===== src/rtl/matmul_pkg.sv =====
// Shared definitions for the matrix-multiplier result path: FSM encodings,
// framing constants, default dimensions and the element-index helper.
package matmul_pkg;

    localparam int N_DIM_DEF  = 3;
    localparam int ELEM_W_DEF = 16;
    localparam int ACK_TO_DEF = 15;

    localparam logic [7:0] SYNC_BYTE = 8'hA5;

    // Sequencer states; the byte handshake itself lives in tx_byte_handshake
    localparam logic [2:0] ST_IDLE   = 3'd0;
    localparam logic [2:0] ST_LOAD   = 3'd1;
    localparam logic [2:0] ST_SEND   = 3'd2;
    localparam logic [2:0] ST_NEXT   = 3'd3;
    localparam logic [2:0] ST_FINISH = 3'd4;

    localparam logic [1:0] HS_IDLE      = 2'd0;
    localparam logic [1:0] HS_ISSUE     = 2'd1;
    localparam logic [1:0] HS_WAIT_ACK  = 2'd2;
    localparam logic [1:0] HS_WAIT_DONE = 2'd3;

    // Which kind of byte is currently being moved (header, payload, checksum)
    localparam logic [1:0] PH_HDR0 = 2'd0;
    localparam logic [1:0] PH_HDR1 = 2'd1;
    localparam logic [1:0] PH_PAY  = 2'd2;
    localparam logic [1:0] PH_CHK  = 2'd3;

    function automatic logic [31:0] elem_idx(input logic [31:0] r,
                                             input logic [31:0] c,
                                             input logic [31:0] n);
        return r * n + c;
    endfunction

endpackage


===== src/rtl/tx_byte_handshake.sv =====
// Moves one byte into uart_tx via start/busy: ISSUE, WAIT_ACK (with retry
// timeout) and WAIT_DONE. One-cycle o_ack when the byte has left uart_tx.
module tx_byte_handshake import matmul_pkg::*; #(
    parameter int ACK_TO = ACK_TO_DEF
) (
    input  logic       clk,
    input  logic       rst_n,
    input  logic       i_req,
    input  logic [7:0] i_byte,
    input  logic       i_tx_busy,
    output logic [7:0] o_tx_data,
    output logic       o_tx_start,
    output logic       o_ack
);
    localparam int               CNT_W    = (ACK_TO > 1) ? $clog2(ACK_TO) : 1;
    localparam logic [CNT_W-1:0] CNT_LAST = CNT_W'(ACK_TO - 1);

    logic [1:0]       r_state;
    logic [CNT_W-1:0] r_cnt;
    logic [7:0]       r_tx_data;

    always_ff @(posedge clk or negedge rst_n) begin
        if (!rst_n) begin
            r_state   <= HS_IDLE;
            r_cnt     <= '0;
            r_tx_data <= '0;
        end else begin
            case (r_state)
                HS_IDLE: begin
                    if (i_req) begin
                        r_state   <= HS_ISSUE;
                        r_tx_data <= i_byte;
                    end
                end
                HS_ISSUE: begin
                    r_state <= HS_WAIT_ACK;
                    r_cnt   <= '0;
                end
                HS_WAIT_ACK: begin
                    // Unanswered request is re-issued with the same byte
                    if (i_tx_busy)
                        r_state <= HS_WAIT_DONE;
                    else if (r_cnt == CNT_LAST)
                        r_state <= HS_ISSUE;
                    else
                        r_cnt <= r_cnt + 1'b1;
                end
                HS_WAIT_DONE: begin
                    if (!i_tx_busy)
                        r_state <= HS_IDLE;
                end
                default: r_state <= HS_IDLE;
            endcase
        end
    end

    assign o_tx_data  = r_tx_data;
    assign o_tx_start = (r_state == HS_ISSUE);
    assign o_ack      = (r_state == HS_WAIT_DONE) && !i_tx_busy;

endmodule


===== src/rtl/matmul_result_tx.sv =====
// Serializes the active size x size corner of the product matrix into uart_tx,
// row-major, MSB byte first. MATMUL_RESULT_TX_FRAME_EN adds header and XOR trailer.
module matmul_result_tx import matmul_pkg::*; #(
    parameter int N_DIM  = N_DIM_DEF,
    parameter int ELEM_W = ELEM_W_DEF,
    parameter int ACK_TO = ACK_TO_DEF
) (
    input  logic                          clk,
    input  logic                          rst_n,
    input  logic                          start,
    input  logic [N_DIM*N_DIM*ELEM_W-1:0] result,
    input  logic [3:0]                    matrix_size,
    input  logic                          tx_busy,
    output logic [7:0]                    tx_data,
    output logic                          tx_start,
    output logic                          busy,
    output logic                          done,
    output logic                          size_err
);
    localparam int         RES_W     = N_DIM * N_DIM * ELEM_W;
    localparam logic [3:0] SIZE_MAX  = 4'(N_DIM);
    localparam logic [3:0] BYTE_LAST = 4'(ELEM_W / 8 - 1);

    logic [2:0]        r_state, w_next_state;
    logic [1:0]        r_phase, w_req_phase;
    logic [RES_W-1:0]  r_result;
    logic [3:0]        r_size, r_row, r_col, r_byte;
    logic              r_size_err;
    logic              w_accept, w_size_ok, w_pay_end, w_req, w_ack;
    logic [ELEM_W-1:0] w_elem;
    logic [7:0]        w_pay_byte, w_req_byte;
`ifdef MATMUL_RESULT_TX_FRAME_EN
    logic [7:0]        r_chk;
`endif

    // A start landing on the FINISH cycle is accepted as well, since busy is already low there
    assign w_accept   = start && ((r_state == ST_IDLE) || (r_state == ST_FINISH));
    assign w_size_ok  = (r_size != 4'd0) && (r_size <= SIZE_MAX);
    assign w_pay_end  = (r_row == r_size);
    assign w_elem     = ELEM_W'(r_result >> (elem_idx(32'(r_row), 32'(r_col), N_DIM) * ELEM_W));
    assign w_pay_byte = 8'(w_elem >> (32'(BYTE_LAST - r_byte) * 8));

    always_comb begin
        w_req_byte = w_pay_byte;
`ifdef MATMUL_RESULT_TX_FRAME_EN
        case (w_req_phase)
            PH_HDR0: w_req_byte = SYNC_BYTE;
            PH_HDR1: w_req_byte = {4'h0, r_size};
            PH_CHK:  w_req_byte = r_chk;
            default: w_req_byte = w_pay_byte;
        endcase
`endif
    end

    always_comb begin
        w_next_state = r_state;
        w_req        = 1'b0;
        w_req_phase  = r_phase;
        case (r_state)
            ST_IDLE: begin
                if (start)
                    w_next_state = ST_LOAD;
            end
            ST_LOAD: begin
`ifdef MATMUL_RESULT_TX_FRAME_EN
                w_req        = 1'b1;
                w_req_phase  = PH_HDR0;
                w_next_state = ST_SEND;
`else
                if (w_size_ok) begin
                    w_req        = 1'b1;
                    w_req_phase  = PH_PAY;
                    w_next_state = ST_SEND;
                end else begin
                    w_next_state = ST_FINISH;
                end
`endif
            end
            ST_SEND: begin
                if (w_ack)
                    w_next_state = ST_NEXT;
            end
            ST_NEXT: begin
                w_next_state = ST_FINISH;
                case (r_phase)
`ifdef MATMUL_RESULT_TX_FRAME_EN
                    PH_HDR0: begin
                        w_req        = 1'b1;
                        w_req_phase  = PH_HDR1;
                        w_next_state = ST_SEND;
                    end
                    PH_HDR1: begin
                        if (!r_size_err) begin
                            w_req        = 1'b1;
                            w_req_phase  = PH_PAY;
                            w_next_state = ST_SEND;
                        end
                    end
`endif
                    PH_PAY: begin
`ifdef MATMUL_RESULT_TX_FRAME_EN
                        w_req        = 1'b1;
                        w_req_phase  = w_pay_end ? PH_CHK : PH_PAY;
                        w_next_state = ST_SEND;
`else
                        if (!w_pay_end) begin
                            w_req        = 1'b1;
                            w_next_state = ST_SEND;
                        end
`endif
                    end
                    default: w_next_state = ST_FINISH;
                endcase
            end
            ST_FINISH: begin
                w_next_state = start ? ST_LOAD : ST_IDLE;
            end
            default: w_next_state = ST_IDLE;
        endcase
    end

    always_ff @(posedge clk or negedge rst_n) begin
        if (!rst_n) begin
            r_state    <= ST_IDLE;
            r_phase    <= PH_HDR0;
            r_size     <= '0;
            r_size_err <= 1'b0;
            r_row      <= '0;
            r_col      <= '0;
            r_byte     <= '0;
        end else begin
            r_state <= w_next_state;
            if (w_req)
                r_phase <= w_req_phase;
            if (w_accept) begin
                r_size     <= matrix_size;
                r_size_err <= 1'b0;
                r_row      <= '0;
                r_col      <= '0;
                r_byte     <= '0;
            end
            if ((r_state == ST_LOAD) && !w_size_ok)
                r_size_err <= 1'b1;
            // Cursor moves once a payload byte is done; row == size marks the end
            if ((r_state == ST_SEND) && w_ack && (r_phase == PH_PAY)) begin
                if (r_byte == BYTE_LAST) begin
                    r_byte <= '0;
                    if (r_col == r_size - 4'd1) begin
                        r_col <= '0;
                        r_row <= r_row + 4'd1;
                    end else begin
                        r_col <= r_col + 4'd1;
                    end
                end else begin
                    r_byte <= r_byte + 4'd1;
                end
            end
        end
    end

    always_ff @(posedge clk) begin
        if (w_accept)
            r_result <= result;
    end

`ifdef MATMUL_RESULT_TX_FRAME_EN
    always_ff @(posedge clk or negedge rst_n) begin
        if (!rst_n)
            r_chk <= '0;
        else if (w_accept)
            r_chk <= '0;
        else if (w_req && (w_req_phase == PH_PAY))
            r_chk <= r_chk ^ w_req_byte;
    end
`endif

    tx_byte_handshake #(
        .ACK_TO(ACK_TO)
    ) u_hs (
        .clk       (clk),
        .rst_n     (rst_n),
        .i_req     (w_req),
        .i_byte    (w_req_byte),
        .i_tx_busy (tx_busy),
        .o_tx_data (tx_data),
        .o_tx_start(tx_start),
        .o_ack     (w_ack)
    );

    assign busy     = (r_state != ST_IDLE) && (r_state != ST_FINISH);
    assign done     = (r_state == ST_FINISH);
    assign size_err = r_size_err;

endmodule


===== config.mk =====
export PLATFORM = sky130hd
export DESIGN_NAME = matmul_result_tx
export DESIGN_NICKNAME = d
export VERILOG_FILES = /design/src/rtl/matmul_pkg.sv /design/src/rtl/tx_byte_handshake.sv /design/src/rtl/matmul_result_tx.sv
export SDC_FILE = /design/constraint.sdc
export NUM_CORES = 1
export LEC_CHECK = 0
export BUFFER_PORTS_ARGS = -buffer_cell sky130_fd_sc_hd__buf_2
export CAP_MARGIN = 20
export CORE_ASPECT_RATIO = 1.25
export CORE_MARGIN = 4
export CORE_UTILIZATION = 29
export DETAILED_ROUTE_END_ITERATION = 10
export PLACE_DENSITY_LB_ADDON = 0.2
export SETUP_SLACK_MARGIN = 0.3
export SLEW_MARGIN = 10
export SYNTH_ARGS = -nofsm -noshare
export SYNTH_HDL_FRONTEND = slang
export SYNTH_SLANG_ARGS = --single-unit

===== constraint.sdc =====
create_clock -name clk -period 12.9 [get_ports clk]
set_input_delay 1.935 -clock clk [delete_from_list [all_inputs] [get_ports clk]]
set_output_delay 1.935 -clock clk [all_outputs]
set_load 0.005 [all_outputs]

==> Flow_metrics.wiki <==
{| class="wikitable"
! Metric !! Value
|-
| Remaining number of nets flagged by the antenna check after routing || 0
|-
| Prevailing post-synth register cell || sky130_fd_sc_hd__edfxtp_1
|-
| Top-Level Pins || 164
|-
| Pins over their slew limit || 0
|-
| Share of synthesized cell area in full adder, half adder and majority cells || around 3.6%
|-
| Net switching power || 409.6 uW
|-
| Worst Hold Path Cells || 2
|-
| Final Hold Viols || 0
|-
| Overflow left after global routing || 0
|-
| WP buf/inv || 3
|-
| Share of the clock period used by the worst path after layout || 29.73%
|-
| First-pass detailed-route iteration total || 4
|-
| Number of design-rule violations left by the first detailed-router iteration || a little over 200
|-
| Main combinational cell family by area after synthesis || multiplexers
|-
| Worst-path maximum fanout || 84
|-
| Largest net degree at the start of global routing || 85
|-
| Post-CTS setup buffer count || 0
|-
| Clock group share of total power || 31.5%
|-
| Fraction of final layout cells sized beyond drive strength 1 || approximately a third
|-
| Area fraction of the dominant cell type after synthesis || 56.19%
|-
| Simple-Gate Fraction of Synth Area || 8.015%
|-
| Area share of xor/xnor cells in the synthesized design || 1.772%
|-
| Post-route minimum period || 3.835 ns
|-
| Startpoint kind of the worst setup timing path || primary input
|-
| Unrepaired setup endpoints after global routing || false
|-
| Measured slew at the worst slew-check pin || 1.040 ns
|-
| Count of unique library cells instantiated by Yosys || 60
|-
| Int Pwr || 1147 uW
|-
| Critical Path RT || 12.94 ns
|-
| Antenna Diode Count || 0
|-
| Arrival time at the worst endpoint || 3.87 ns
|-
| Total routed wirelength || roughly 18 mm
|-
| Total Neg Setup Slack || 0 ns
|-
| Highest cell delay on the worst timing path || 0.90 ns
|-
| Post-Syn Area || 7696 sq um
|-
| DRC viols || 0
|-
| Worst-case clock skew || 0.009012 ns
|-
| Horiz. Die Dim || 153.7 um
|-
| Die height || between 150 and 200 um
|-
| Setup ws final || 9.065 ns
|-
| Max Freq || ~0.26 GHz
|-
| Gate Count Post-Synth || 502
|-
| Sequential element share of the synthesized area || 67.57%
|-
| Final weighted congestion of routability-driven global placement || 0.7513
|-
| Maximum number of buffers from clock root to sink || 2
|-
| Power share of the sequential group || approximately 53%
|-
| Total clock sinks || 179
|-
| Total clock buffers created by CTS || 17
|-
| Vias per inst || 4.639
|-
| Worst vdd rail ir drop || 0.07972 mV
|-
| Power per Cell Area || about 160 nW/um^2
|-
| Dominant cell type by area after synthesis || sky130_fd_sc_hd__edfxtp_1
|-
| Multiplexer share of the synthesized area || 9.689%
|-
| Total number of vias || approximately 4700
|-
| Detailed placer's ending HPWL || 12.89 mm
|-
| Compound-gate portion of the synthesized area || 7.413%
|-
| Area of the core || between 20000 and 30000 sq um
|-
| Worst min-delay path category || flop to flop
|-
| Average footprint of a synthesized cell || 15.33 sq um
|-
| Post-cts hold buffer count || 0
|-
| Area contributors post-synth || sky130_fd_sc_hd__edfxtp_1 (56%), sky130_fd_sc_hd__dfrtp_1 (11%), sky130_fd_sc_hd__mux2i_1 (6.8%), sky130_fd_sc_hd__ha_1 (2.6%), sky130_fd_sc_hd__mux4_2 (2.3%)
|-
| Average routed wire per standard cell || 17.75 um
|-
| Slew margin rel. || 30.65%
|-
| Count of input and output buffers || between 150 and 200
|-
| Mapped Nets || 674
|-
| Post-Place Worst Slack || 8.559 ns
|-
| Clock transition at the register clock pins on the worst setup and hold paths after CTS || around 0.060 ns
|-
| Number of cells traversed by the worst register-to-register path || 9
|-
| Crit end category || flop
|-
| Number of enable flip-flop cells after synthesis || 144
|-
| Async set-reset flop share out of synthesis || 19.55%
|-
| Max Cap Viol || 0
|-
| Starting density of the core || 29.49%
|-
| CTS tree || yes
|-
| Clock insertion delay at the later pin of the skew report || 0.42 ns
|-
| Global-route wire length before repair || ~28 mm
|-
| Total power || 1557 uW
|-
| CTS root buf || sky130_fd_sc_hd__clkbuf_16
|-
| Total GRT Usage || roughly an eighth
|-
| Area of the die || 29220 sq um
|-
| Cell-by-cell trace of the critical path || buf_2 > nand2_1 > inv_6 > buf_4
|-
| Leak || 0.003830 uW
|-
| Post-CTS sizing || 0
|-
| Total of endpoints with negative setup slack in the final report || 0
|-
| Number of filler cells placed in the layout || roughly 2600
|-
| Worst setup path class || primary input to flop
|-
| Largest delay contributor family on the critical path || buffers and inverters
|-
| Syn. warnings || 0
|-
| Stages on the worst setup path || 4
|-
| Layout Nets || 838
|-
| Combinational power share || between 10% and 20%
|-
| CP max stage cell || sky130_fd_sc_hd__buf_4
|-
| Antenna violations before repair || 1
|-
| Placement Rows || 66
|-
| Flip-flop and latch count after synthesis || 179
|-
| Area of the multi-input gates || 2367 sq um
|-
| Switching power as a share of total power || 26.31%
|-
| FF+latch area || 5200 sq um
|-
| Area added between synthesis and finish || 22.63%
|-
| Number of global-route vias before repair || between 5000 and 6000
|-
| Outcome || finished, final reports clean
|-
| H-tree lvl count || 4
|}
## routing by layer
layer  GRT usage [%]  vias to the layer above  part of all wire, %
met5               0                        -                0.044
met1           15.11                     2316                   41
met4           3.364                        2                 0.99
li1                -                     2261                    -
met3           3.823                       10                  5.8
met2           21.21                      129                   52
## power by group through the flow
stage / registers [uW] / clock network, uW / logic (uW)
after floorplan: 819 / 0 / 168
after global placement: 824 / 0 / 250
after detailed placement: 829 / 0 / 258
after CTS: 818 / 505 / 258
after global routing: 831 / 528 / 283
final: 817 / 490 / 250
## cells in the final DEF (no fill, tap or decap), drive strengths merged, types with 5 or more instances in the layout
master | synthesis | layout
nand2 | 29 | 29
buf | 12 | 166
nor2 | 12 | 12
edfxtp | 144 | 144
inv | 15 | 16
xor2 | 5 | 5
clkinv | 0 | 6
dfrtp | 35 | 35
ha | 16 | 16
nor2b | 5 | 5
clkbuf | 9 | 18
o21ai | 18 | 18
a22oi | 21 | 21
a22o | 6 | 6
a21oi | 12 | 12
nor3b | 5 | 5
nand3 | 32 | 32
mux2i | 52 | 52
mux4 | 8 | 8
xnor2 | 8 | 8
## worst min-delay path, cell delays in order, from the launching register on
cell	delay, ns
sky130_fd_sc_hd__dfrtp_1	0.33
sky130_fd_sc_hd__nand2_1	0.05
sky130_fd_sc_hd__o31ai_1	0.05
## synth_stat cells (all sizes together), types with 2 or more instances
cell and number:
or3 2, o22a 2, a22oi 21, nor3b 5, a31oi 2, xnor2 8, nor2b 5, nand4b 3
nand2b 4, xor2 5, nor4 3, nand4 2, o211ai 2, fa 4, and2 3, o311ai 2
o21a 2, nand3 32, inv 15, o21ai 18, mux2 4, nor3 2, buf 12, clkbuf 9
dfrtp 35, edfxtp 144, a22o 6, mux2i 52, mux4 8, a32oi 4, a21o 2, nand2 29
ha 16, a21oi 12, nor2 12
## path summary, 6_finish.rpt
| kind | from | endpoint | slack, ns |
|---|---|---|---|
| setup reg to reg | r_row[0] | u_hs.o_tx_data[4] | 9.29 |
| min in group asynchronous | rst_n | r_size[1] | 1.62 |
| hold reg to reg | u_hs.o_tx_data[6] | u_hs.o_tx_data[6] | 0.48 |
| setup / recovery | start | r_result[79] | 9.07 |
| hold / removal | u_hs.o_tx_data[6] | u_hs.o_tx_data[6] | 0.48 |
| max in group asynchronous | rst_n | u_hs.o_tx_data[2] | 10.72 |
## area by class of cell
cell class | count | share of cell area (%)
tap | 340 | 4.507
sequential | 179 | 55.10
timing repair buffer | 166 | 8.882
clock inverter | 12 | 1.233
multi-input combinational | 287 | 25.08
clock buffer | 18 | 4.547
inverter | 15 | 0.6496
## cells by family after synthesis
kind of cell / after synthesis
flops: 179
simple gates: 108
compound gates: 81
mux: 64
buf+inv: 36
fa+ha+maj: 20
xor+xnor: 14
## flip-flops by register name, indices dropped and copies added, names as in the netlist
| name | cells |
|---|---|
| r_byte | 4 |
| r_col | 4 |
| r_phase | 1 |
| r_result | 144 |
| r_row | 4 |
| r_size | 4 |
| r_state | 3 |
| size_err | 1 |
| u_hs.o_tx_data | 8 |
| u_hs.r_cnt | 4 |
| u_hs.r_state | 2 |
## through the flow
stage,cell area [sq um],std cells,utilization [%],hold WS (ns)
finish,9438,1017,36.17,0.4760
global route,9438,1017,36.17,0.5107
CTS,9438,1017,36.17,0.4886
detailed placement,8892,987,34.08,0.4730
global placement,8892,987,34.08,0.4667
floorplan,7696,502,-,0.4726
Note: power is estimated with default switching activity, not from simulation.
